$ cat src/rtl/cpu_bus_arbiter_pkg.sv
// rtl/cpu_bus_arbiter_pkg.sv - shared types and constants for the CPU bus arbiter
package cpu_bus_arbiter_pkg;

  typedef enum logic [2:0] {
    IDLE,
    OWN_A,
    OWN_B,
    SWITCH_A,
    SWITCH_B
  } arb_state_t;

  localparam logic PORT_A = 1'b0;
  localparam logic PORT_B = 1'b1;

  localparam logic [7:0] COUNT_MAX = 8'hFF;

  // Saturating increment of the per-ownership transaction counter
  function automatic logic [7:0] count_inc(input logic [7:0] value);
    return (value == COUNT_MAX) ? value : value + 8'd1;
  endfunction

endpackage

$ cat src/rtl/cpu_bus_arbiter.sv
// rtl/cpu_bus_arbiter.sv - round-robin two-port arbiter for the system memory bus
module cpu_bus_arbiter
  import cpu_bus_arbiter_pkg::*;
#(
  parameter int MAX_BURST = 8
) (
  input  logic        i_clock,
  input  logic        i_reset,
  input  logic        i_pa_request,
  input  logic        i_pa_rw,
  input  logic [31:0] i_pa_address,
  input  logic [31:0] i_pa_wdata,
  output logic        o_pa_ready,
  output logic [31:0] o_pa_rdata,
  input  logic        i_pb_request,
  input  logic        i_pb_rw,
  input  logic [31:0] i_pb_address,
  input  logic [31:0] i_pb_wdata,
  output logic        o_pb_ready,
  output logic [31:0] o_pb_rdata,
  output logic        o_bus_request,
  output logic        o_bus_rw,
  output logic [31:0] o_bus_address,
  output logic [31:0] o_bus_wdata,
  input  logic        i_bus_ready,
  input  logic [31:0] i_bus_rdata
);

  // Burst limit widened to 9 bits so count+1 never wraps at 255
  localparam logic [8:0] BURST_LIMIT = 9'(MAX_BURST);

  arb_state_t state, state_d;
  logic       last, last_d;
  logic [7:0] count, count_d;
  logic       burst_done;

  assign burst_done = ({1'b0, count} + 9'd1) >= BURST_LIMIT;

  // Next-state selection and combinational routing of the owner onto the bus
  always_comb begin
    state_d       = state;
    last_d        = last;
    count_d       = count;
    o_bus_request = 1'b0;
    o_bus_rw      = 1'b0;
    o_bus_address = 32'd0;
    o_bus_wdata   = 32'd0;
    o_pa_ready    = 1'b0;
    o_pa_rdata    = 32'd0;
    o_pb_ready    = 1'b0;
    o_pb_rdata    = 32'd0;

    case (state)
      IDLE: begin
        // A wins when alone, or on a tie when B was served last
        if (i_pa_request && (!i_pb_request || last == PORT_B)) begin
          state_d = OWN_A;
          last_d  = PORT_A;
          count_d = 8'd0;
        end else if (i_pb_request) begin
          state_d = OWN_B;
          last_d  = PORT_B;
          count_d = 8'd0;
        end
      end

      OWN_A: begin
        o_bus_request = i_pa_request;
        o_bus_rw      = i_pa_rw;
        o_bus_address = i_pa_address;
        o_bus_wdata   = i_pa_wdata;
        o_pa_ready    = i_bus_ready;
        o_pa_rdata    = i_bus_rdata;
        if (!i_pa_request) begin
          state_d = IDLE;
        end else if (i_bus_ready) begin
          count_d = count_inc(count);
          if (i_pb_request && burst_done) begin
            state_d = SWITCH_B;
          end
        end
      end

      OWN_B: begin
        o_bus_request = i_pb_request;
        o_bus_rw      = i_pb_rw;
        o_bus_address = i_pb_address;
        o_bus_wdata   = i_pb_wdata;
        o_pb_ready    = i_bus_ready;
        o_pb_rdata    = i_bus_rdata;
        if (!i_pb_request) begin
          state_d = IDLE;
        end else if (i_bus_ready) begin
          count_d = count_inc(count);
          if (i_pa_request && burst_done) begin
            state_d = SWITCH_A;
          end
        end
      end

      SWITCH_A: begin
        state_d = OWN_A;
        last_d  = PORT_A;
        count_d = 8'd0;
      end

      SWITCH_B: begin
        state_d = OWN_B;
        last_d  = PORT_B;
        count_d = 8'd0;
      end

      default: begin
        state_d = IDLE;
      end
    endcase

    // Reset silences every output immediately, abandoning any transaction
    if (i_reset) begin
      o_bus_request = 1'b0;
      o_bus_rw      = 1'b0;
      o_bus_address = 32'd0;
      o_bus_wdata   = 32'd0;
      o_pa_ready    = 1'b0;
      o_pa_rdata    = 32'd0;
      o_pb_ready    = 1'b0;
      o_pb_rdata    = 32'd0;
    end
  end

  // State, last-granted port and burst counter registers
  always_ff @(posedge i_clock) begin
    if (i_reset) begin
      state <= IDLE;
      last  <= PORT_B;
      count <= 8'd0;
    end else begin
      state <= state_d;
      last  <= last_d;
      count <= count_d;
    end
  end

endmodule

$ cat config.mk
export PLATFORM = sky130hd
export DESIGN_NAME = cpu_bus_arbiter
export DESIGN_NICKNAME = d
export VERILOG_FILES = /design/src/rtl/cpu_bus_arbiter_pkg.sv /design/src/rtl/cpu_bus_arbiter.sv
export SDC_FILE = /design/constraint.sdc
export NUM_CORES = 1
export LEC_CHECK = 0
export CAP_MARGIN = 20
export CORE_AREA = 4 4 115 117
export DETAILED_ROUTE_END_ITERATION = 10
export DIE_AREA = 0 0 119 121
export SETUP_SLACK_MARGIN = 0.1
export SLEW_MARGIN = 25
export SYNTH_ARGS = -nofsm -noshare
export SYNTH_HDL_FRONTEND = slang
export SYNTH_SLANG_ARGS = --single-unit
$ cat constraint.sdc
create_clock -name i_clock -period 2.5 [get_ports i_clock]
set_input_delay 0.5 -clock i_clock [delete_from_list [all_inputs] [get_ports i_clock]]
set_output_delay 0.5 -clock i_clock [all_outputs]
set_load 0.03 [all_outputs]
==> results.toml, run 1 <==
[outcome]
status = "finished, final reports clean"

[routing]
vias_per_cell = 4.607
drt_iter0_markers = 151
routedWlPerCell_um = 15.68
drc = 0
vias = 3782
finalWirelength_mm = 12.87
drtAntennaViolNets = 0
drt-pass1-iter-count = 4

[layout]
nNetsFinal = 818
syn2layout_area_growth_pct = 131.2
utilization_pct = 43.76
regArea_um2 = 240.2
layout_common_cells = "164 x clkdlybuf4s50_1, 138 x nor2_1, 108 x buf_4"
nFillCells = 1221
drive_above_1_share_pct = 22.34
multi_input_area_um2 = 1883
stdcell_area_um2 = 5410
antenna_cells = 0
final_common_cell = "clkdlybuf4s50_1"

[global_routing]
grt_first_pass_wirelength_mm = 18.64
antenna_found_initial = 0
grt_max_degree = 66
groute.usage.overall_pct = 15.55
overflow = 0
grt_pass1_vias = 3647

[flow_run]
cap_violations = 0

[cts]
clock_latency_ns = 0.24
path_clk_slew_ns = 0.05
h-tree-depth = 1
clockBufferDepth = 2
cts_made_buffers = 3
root_buffer = "clkbuf_16"
clock-sinks = 12
tritoncts = "built"

[sta]
skew_ns = 0.002294
slew_headroom_pct = 61.44
tns_ns = 0
finalHoldViolCount = 0
fin_hold_ws_ns = 0.5198
finalCritPeriodShare_pct = 91.52
rsz0062_at_grt = "false"
slew_viol_final = 0
worstMarginPinSlew_ns = 0.5783
fmax_ghz = 0.4370
setup_viol = 0
period_needed_ns = 2.288

[worst_setup_path]
crit_type = "reg -> out"
reg2reg_slack_ns = 0.59
end_kind = "output pin"
crit_fanout = 32
arrival_ns = 1.79
cp.required_ns = 2.00
start_kind = "flip-flop"

[pwr]
ir_worst_vdd_v = 0.0003212
leakage_uw = 0.002321
fin_total_pwr_uw = 3642
power.density_nw_per_um2 = 673.2

[die]
ioPinCount = 299
dieArea_um2 = 14400
die_h_um = 121
die_w_um = 119
rows = 41
start_util_pct = 18.93
core_um2 = 12360

[synthesis]
synthesis.nets = 538
synth.yosys.seq_area_share_pct = 10.27
ys_seq_elements = 12
synth_area_um2 = 2340
syn_inst = 370
synth.distinct_cells = 46
synth_warnings = 0
synth_edf_count = 0
synthFlopType = "dfxtp_1"
async_flop_share_pct = 0
syn_area_per_cell_um2 = 6.324

[min_path]
worst_hold_path_type = "reg -> reg"

[place]
dpl_cell_area_um2 = 5301
hpwlAfterDp_mm = 10.23
gp_congestion = 0.8318
port_buffers = 298
## where the power goes
part           internal (µW)  switching [µW]
clock network            242            90.4
registers                218            22.2
logic                   1260            1800
## final cells by class
class                           instances  share of cell area [%]
Tap cell                              172                   3.978
Sequential cell                        12                   4.440
Multi-Input combinational cell        316                   34.81
Clock buffer                            4                   1.642
Timing Repair Buffer                  315                   55.00
Inverter                                2                  0.1388
## cell usage after synthesis (2+ instances only)
library cell,number,area [µm²]
buf_4,5,37.54
nand4b_1,2,17.52
a22o_1,3,26.28
nand2b_1,37,231.5
clkbuf_1,16,60.06
and2_4,2,17.52
a21oi_1,3,15.01
a2111oi_4,2,55.05
o21ai_1,7,35.03
buf_2,15,75.07
nor3_1,5,25.02
dfxtp_1,12,240.2
nand2_1,9,33.78
a31oi_4,2,42.54
a31oi_1,2,12.51
nor2b_1,4,25.02
a22oi_1,66,495.5
inv_1,2,7.510
nand3_1,3,15.01
xnor2_1,3,26.28
mux2i_1,3,30.03
buf_6,4,45.04
nor2_1,139,521.8
and4_4,2,22.52
## through the flow
step | std cells | setup slack [ns]
floorplan | 370 | 0.2761
global placement | 815 | 0.1140
detailed placement | 815 | 0.09923
CTS | 819 | 0.1300
global route | 821 | 0.1233
finish | 821 | 0.2119
## kinds of logic after synthesis
family                   count (synthesis)  share of synthesized area (%)
AND/OR/NAND/NOR                        213                          42.78
XOR/XNOR                                 5                          2.193
adder cells (fa/ha/maj)                  1                         0.5347
multiplexers                             5                          2.406
flip-flops                              12                          10.27
AO/OA/AOI/OAI                           92                          32.19
buffers and inverters                   42                          9.626
## critical path, cell delays in order, from the launching register on
cell       delay (ns)
dfxtp_1          0.30
buf_4            0.16
nand2b_1         0.19
nor2_4           0.16
buf_12           0.13
clkbuf_16        0.20
a22oi_1          0.08
nor2_1           0.11
buf_4            0.18
## path summary, 6_finish.rpt
check | startpoint | endpoint | cells after the start
worst max-delay path | state[0] | o_bus_address[22] | 8
worst min-delay path | count[2] | count[2] | 1
worst max register to register | state[0] | count[7] | 7
worst min register to register | count[2] | count[2] | 1
## per-layer routing
layer / vias to the layer above / wire [µm] / GRT usage [%]
met5: - / 0 / 0
li1: 1839 / - / -
met3: 18 / 1108 / 3.823
met4: 0 / 266 / 3.476
met1: 1695 / 5097 / 18.14
met2: 230 / 6399 / 28.61
## what timing repair did
item                                   CTS  global route
pin swaps                                0             0
hold buffers                             0             0
resized for setup                       27             3
setup endpoints to repair               27            48
buffers inserted                         0             1
endpoints found under the hold margin    0             0
cloned                                   0             1
## state kept, by name, summed over array words and instances (netlist names)
name / flops
state: 3
count: 8
last: 1
(Power assumes the default switching activity.)
==> run 2: changes to the inputs <==
--- a/config.mk
+++ b/config.mk
@@ -10,6 +10,7 @@
 export DETAILED_ROUTE_END_ITERATION = 10
 export DIE_AREA = 0 0 119 121
 export SETUP_SLACK_MARGIN = 0.1
+export SKIP_CTS_REPAIR_TIMING = 1
 export SLEW_MARGIN = 25
 export SYNTH_ARGS = -nofsm -noshare
 export SYNTH_HDL_FRONTEND = slang
==> run 2 against run 1 <==
Maximum frequency rose by 0.19%. Combinational power barely moved. Via count fell by 0.63%. Hold slack did not move. Worst setup slack improved by 0.0044 ns. Register-to-register slack barely moved. First-iteration DRC count did not move. Largest power group unchanged.
==> results.toml, run 2 (synthesis results as in run 1) <==
[die]
die_w_um = 119
core_um2 = 12360
rows = 41
die_h_um = 121
start_util_pct = 18.93
dieArea_um2 = 14400
ioPinCount = 299

[worst_setup_path]
end_kind = "output pin"
cp_num_buf_inv = 4
cp_cell_sequence = "buf_4 > nand2b_1 > nor2_4 > buf_12 > clkbuf_16 > a22oi_1 > nor2_1 > buf_4"
cp_slowest_cell = "dfxtp_1"
crit_fanout = 32
start_kind = "flip-flop"
cpPeakStageDelay_ns = 0.30
critical-path-top-delay-family = "buffers and inverters"
crit_type = "reg -> out"
path_common_cell = "buf_4"
arrival_ns = 1.78
cp.required_ns = 2.00

[layout]
stdcell_count = 821
syn2layout_area_growth_pct = 135.6
nNetsFinal = 818
utilization_pct = 44.58
antenna_cells = 0
largest_reg_flops = 8
drive_above_1_share_pct = 22.34
final_common_cell = "clkdlybuf4s50_1"
regMostFlops = "count"
layout_common_cells = "164 x clkdlybuf4s50_1, 138 x nor2_1, 108 x buf_4"
top_regs = "count x8, state x3, last x1"

[cts]
cts_made_buffers = 3
clock_latency_ns = 0.24
clockBufferDepth = 2
h-tree-depth = 1
root_buffer = "clkbuf_16"
clock-sinks = 12
tritoncts = "built"
path_clk_slew_ns = 0.05

[pwr]
ir_worst_vdd_v = 0.0003196
power.density_nw_per_um2 = 665.9
leakage_uw = 0.002684

[global_routing]
groute.usage.overall_pct = 15.55
grt_first_pass_wirelength_mm = 18.65
antenna_found_initial = 0
overflow = 0
grt_pass1_vias = 3657
grt_max_degree = 66

[sta]
slew_headroom_pct = 61.71
setup_viol = 0
slew_viol_final = 0
fmax_ghz = 0.4379
rsz0062_at_grt = "false"
period_needed_ns = 2.284
finalCritPeriodShare_pct = 91.35
fin_ws_ns = 0.2163
finalHoldViolCount = 0
worstMarginPinSlew_ns = 0.5743
skew_ns = 0.002381

[outcome]
status = "finished, final reports clean"

[place]
hpwlAfterDp_mm = 10.23
post-place-cells = 815
dp_slack_ns = 0.09923
gp_congestion = 0.8318
port_buffers = 298

[flow_run]
cap_violations = 0

[routing]
drc = 0
routedWlPerCell_um = 15.78
vias = 3758
finalWirelength_mm = 12.96
drt-pass1-iter-count = 4
drtAntennaViolNets = 0
vias_per_cell = 4.577
drt_iter0_markers = 151

[min_path]
worst_hold_path_type = "reg -> reg"
[run 2: metal layers]
metal	vias to the layer above	global-route usage (%)	part of all wire, %
li1	1839	-	-
met1	1687	18.14	40
met2	216	28.68	50
met3	16	3.730	8.6
met4	0	3.476	2.0
met5	-	0	0
[run 2: report_power, final]
group	leakage, µW	internal, µW	switching [µW]
clock network	0.0000442	242	90.5
registers	0.0000974	218	22.2
logic	0.00254	1300	1800
total	0.00268	1750	1920
[run 2: final timing paths]
check | startpoint | endpoint | slack, ns | depth (start not counted)
worst max-delay path | state[0] | o_bus_address[22] | 0.22 | 8
worst min-delay path | count[2] | count[2] | 0.52 | 1
worst min register to register | count[2] | count[2] | 0.52 | 1
worst max register to register | state[0] | count[7] | 0.60 | 7
[run 2: area by class of cell]
class / count / area, µm²
Fill cell: 1191 / 6852
Inverter: 2 / 7.507
Sequential cell: 12 / 240.2
Clock buffer: 4 / 88.84
Tap cell: 172 / 215.2
Multi-Input combinational cell: 316 / 1883
Timing Repair Buffer: 315 / 3077
[run 2: per-stage QoR]
| step | hold slack (ns) | area, µm² | TNS (ns) | total power (µW) |
|---|---|---|---|---|
| floorplan | 0.4743 | 2340 | 0 | 2099 |
| CTS | 0.5180 | 5390 | -0.008465 | 3608 |
| global placement | 0.5038 | 5301 | 0 | 3246 |
| global route | 0.5446 | 5512 | 0 | 3907 |
| detailed placement | 0.5102 | 5301 | 0 | 3261 |
| finish | 0.5198 | 5512 | 0 | 3670 |
==> run 3: changes to the inputs <==
--- a/config.mk
+++ b/config.mk
@@ -5,13 +5,15 @@
 export SDC_FILE = /design/constraint.sdc
 export NUM_CORES = 1
 export LEC_CHECK = 0
+export ABC_AREA = 1
 export CAP_MARGIN = 20
 export CORE_AREA = 4 4 115 117
 export DETAILED_ROUTE_END_ITERATION = 10
 export DIE_AREA = 0 0 119 121
+export PLACE_DENSITY = 0.67
 export SETUP_SLACK_MARGIN = 0.1
 export SKIP_CTS_REPAIR_TIMING = 1
-export SLEW_MARGIN = 25
+export SLEW_MARGIN = 20
 export SYNTH_ARGS = -nofsm -noshare
 export SYNTH_HDL_FRONTEND = slang
 export SYNTH_SLANG_ARGS = --single-unit
==> run 3 against run 2 <==
Global-route usage up 3.8 points. Hold slack better by 0.016 ns. Flip-flop and latch count unchanged. Register-to-register slack worse by 0.17 ns. Maximum frequency down 4.0%. Combinational power up 6%. Critical path depth down 4. Die area unchanged. Total power up 8.8%. Core utilization up 2.1 points. Critical path type unchanged. Largest cell class unchanged.
==> results.toml, run 3 <==
[global_routing]
groute.usage.overall_pct = 19.40
grt_max_degree = 70
overflow = 0
grt_first_pass_wirelength_mm = 23.39
antenna_found_initial = 0
grt_pass1_vias = 4597

[worst_setup_path]
cpPeakStageDelay_ns = 0.50
r2r_cells = 10
start_kind = "flip-flop"
critical-path-top-delay-family = "buffers and inverters"
cp_cell_sequence = "buf_6 > nand4_1 > a21oi_1 > buf_4"
reg2reg_slack_ns = 0.43
cp.required_ns = 2.00
crit_type = "reg -> out"
cp_slowest_cell = "dfxtp_2"
reg2reg_to = "count[3]"
cp_num_buf_inv = 2
arrival_ns = 1.88
end_kind = "output pin"
r2r-start = "state[1]"
crit_fanout = 46

[pwr]
fin_total_pwr_uw = 3995
pwr-share-comb_pct = 82.3
clkPwrFrac_pct = 8.3
power.density_nw_per_um2 = 691.6
p_sw_uw = 2261
switching_share_pct = 56.59
ir_worst_vdd_v = 0.0003170
leakage_uw = 0.002406
p_seq_share_pct = 9.4
internal-power_uw = 1734

[synthesis]
synth.distinct_cells = 29
synth_warnings = 0
synth_area_um2 = 2750
synth_commonest_cells = "135 x nand4_1, 76 x a21oi_1, 68 x nor3_1"
synthesis.nets = 667
ys_top_cells_by_area = "nand4_1 31%, a21oi_1 14%, nor3_1 12%"
synth_top_area_share_pct = 30.71
ys_seq_elements = 12
synthMostInstantiatedCell = "nand4_1"
async_flop_share_pct = 0
yosysTopAreaCell = "nand4_1"
syn_inst = 499
synthFlopType = "dfxtp_1"
syn_area_per_cell_um2 = 5.511
synth.yosys.seq_area_share_pct = 8.735
synth_edf_count = 0

[layout]
largest_reg_flops = 8
syn2layout_area_growth_pct = 110.0
final_common_cell = "clkdlybuf4s50_1"
antenna_cells = 0
layout_common_cells = "165 x clkdlybuf4s50_1, 135 x nand4_1, 134 x buf_4"
nFillCells = 1202
regMostFlops = "count"
stdcell_area_um2 = 5776
drive_above_1_share_pct = 23.11
top_regs = "count x8, state x3, last x1"
nNetsFinal = 922

[sta]
tns_ns = 0
period_needed_ns = 2.379
finalCritPeriodShare_pct = 95.16
slew_headroom_pct = 71.28
finalHoldViolCount = 0
rsz0062_at_grt = "true"
fin_ws_ns = 0.1210
worstMarginPinSlew_ns = 0.4275
setup_viol = 0
fmax_ghz = 0.4203
skew_ns = 0.008355
fin_hold_ws_ns = 0.5361
slew_viol_final = 0

[routing]
vias = 4871
wl_met2_mm = 7.916
drt-met1-wl_mm = 6.310
drt_iter0_markers = 428
drc = 0
routedWlPerCell_um = 17.07
vias_per_cell = 5.266
met3WireLength_mm = 1.393
finalWirelength_mm = 15.79
top_layer = "met4"
drtAntennaViolNets = 0
drt-pass1-iter-count = 7

[cts]
clock-sinks = 12
path_clk_slew_ns = 0.05
clockBufferDepth = 2
root_buffer = "clkbuf_16"
cts_made_buffers = 3
clock_latency_ns = 0.24
h-tree-depth = 1
tritoncts = "built"

[place]
gp_congestion = 0.8947
dp_slack_ns = 0.2654
dpl_cell_area_um2 = 5640
port_buffers = 298
hpwlAfterDp_mm = 11.57

[die]
core_um2 = 12360
rows = 41
die_w_um = 119
die_h_um = 121
start_util_pct = 22.24
dieArea_um2 = 14400
ioPinCount = 299

[min_path]
holdPathStages = 2
hold_path_end = "count[7]"
worst_hold_path_type = "reg -> reg"
hold_start = "count[7]"

[outcome]
status = "finished, final reports clean"

[flow_run]
cap_violations = 0
[run 3: cells by family after synthesis]
logic type	synth area share, %
simple gates	56.51
buf+inv	18.11
compound gates	15.88
flops	8.735
xor+xnor	0.3185
fa+ha+maj	0.4549
[run 3: worst max path at each step]
| stage | from | to | slack (ns) | cells after the start |
|---|---|---|---|---|
| final | state[1] | o_bus_request | 0.12 | 4 |
| after CTS | state[1] | o_bus_request | 0.02 | 4 |
| after global routing | state[1] | o_bus_request | 0.03 | 4 |
| after global placement | i_pa_request | o_bus_request | 0.34 | 4 |
| after floorplan | i_reset | o_pa_rdata[0] | 0.41 | 3 |
| after detailed placement | i_pa_request | o_bus_request | 0.27 | 4 |
[run 3: cell type report]
| type | count | area [µm²] | area share (%) |
|---|---|---|---|
| tap | 172 | 215.2 | 3.726 |
| timing repair buffer | 316 | 3002 | 51.97 |
| inverter | 52 | 207.7 | 3.596 |
| sequential | 12 | 242.7 | 4.203 |
| clock buffer | 4 | 88.84 | 1.538 |
| multi-input combinational | 369 | 2019 | 34.97 |
[run 3: tightest hold or removal path, stage by stage (launching register included)]
cell,delay [ns]
dfxtp_1,0.33
nor2_1,0.11
nor2_1,0.05
[run 3: stage by stage]
stage / utilization [%] / std cells
floorplan: - / 499
global placement: 45.62 / 920
detailed placement: 45.62 / 920
CTS: 46.34 / 924
global route: 46.72 / 925
finish: 46.72 / 925
[run 3: per-layer routing]
| layer | vias to the layer above | global-route usage, % |
|---|---|---|
| li1 | 2340 | - |
| met1 | 2263 | 23.37 |
| met2 | 252 | 35.82 |
| met3 | 16 | 4.196 |
| met4 | 0 | 3.041 |
| met5 | - | 0 |
[run 3: power groups by stage]
stage	Clock, µW	Sequential (µW)	Combinational, µW
after floorplan	0	324	2080
after global placement	0	369	3200
after detailed placement	0	375	3260
after CTS	337	371	3270
after global routing	347	390	3550
final	330	376	3290
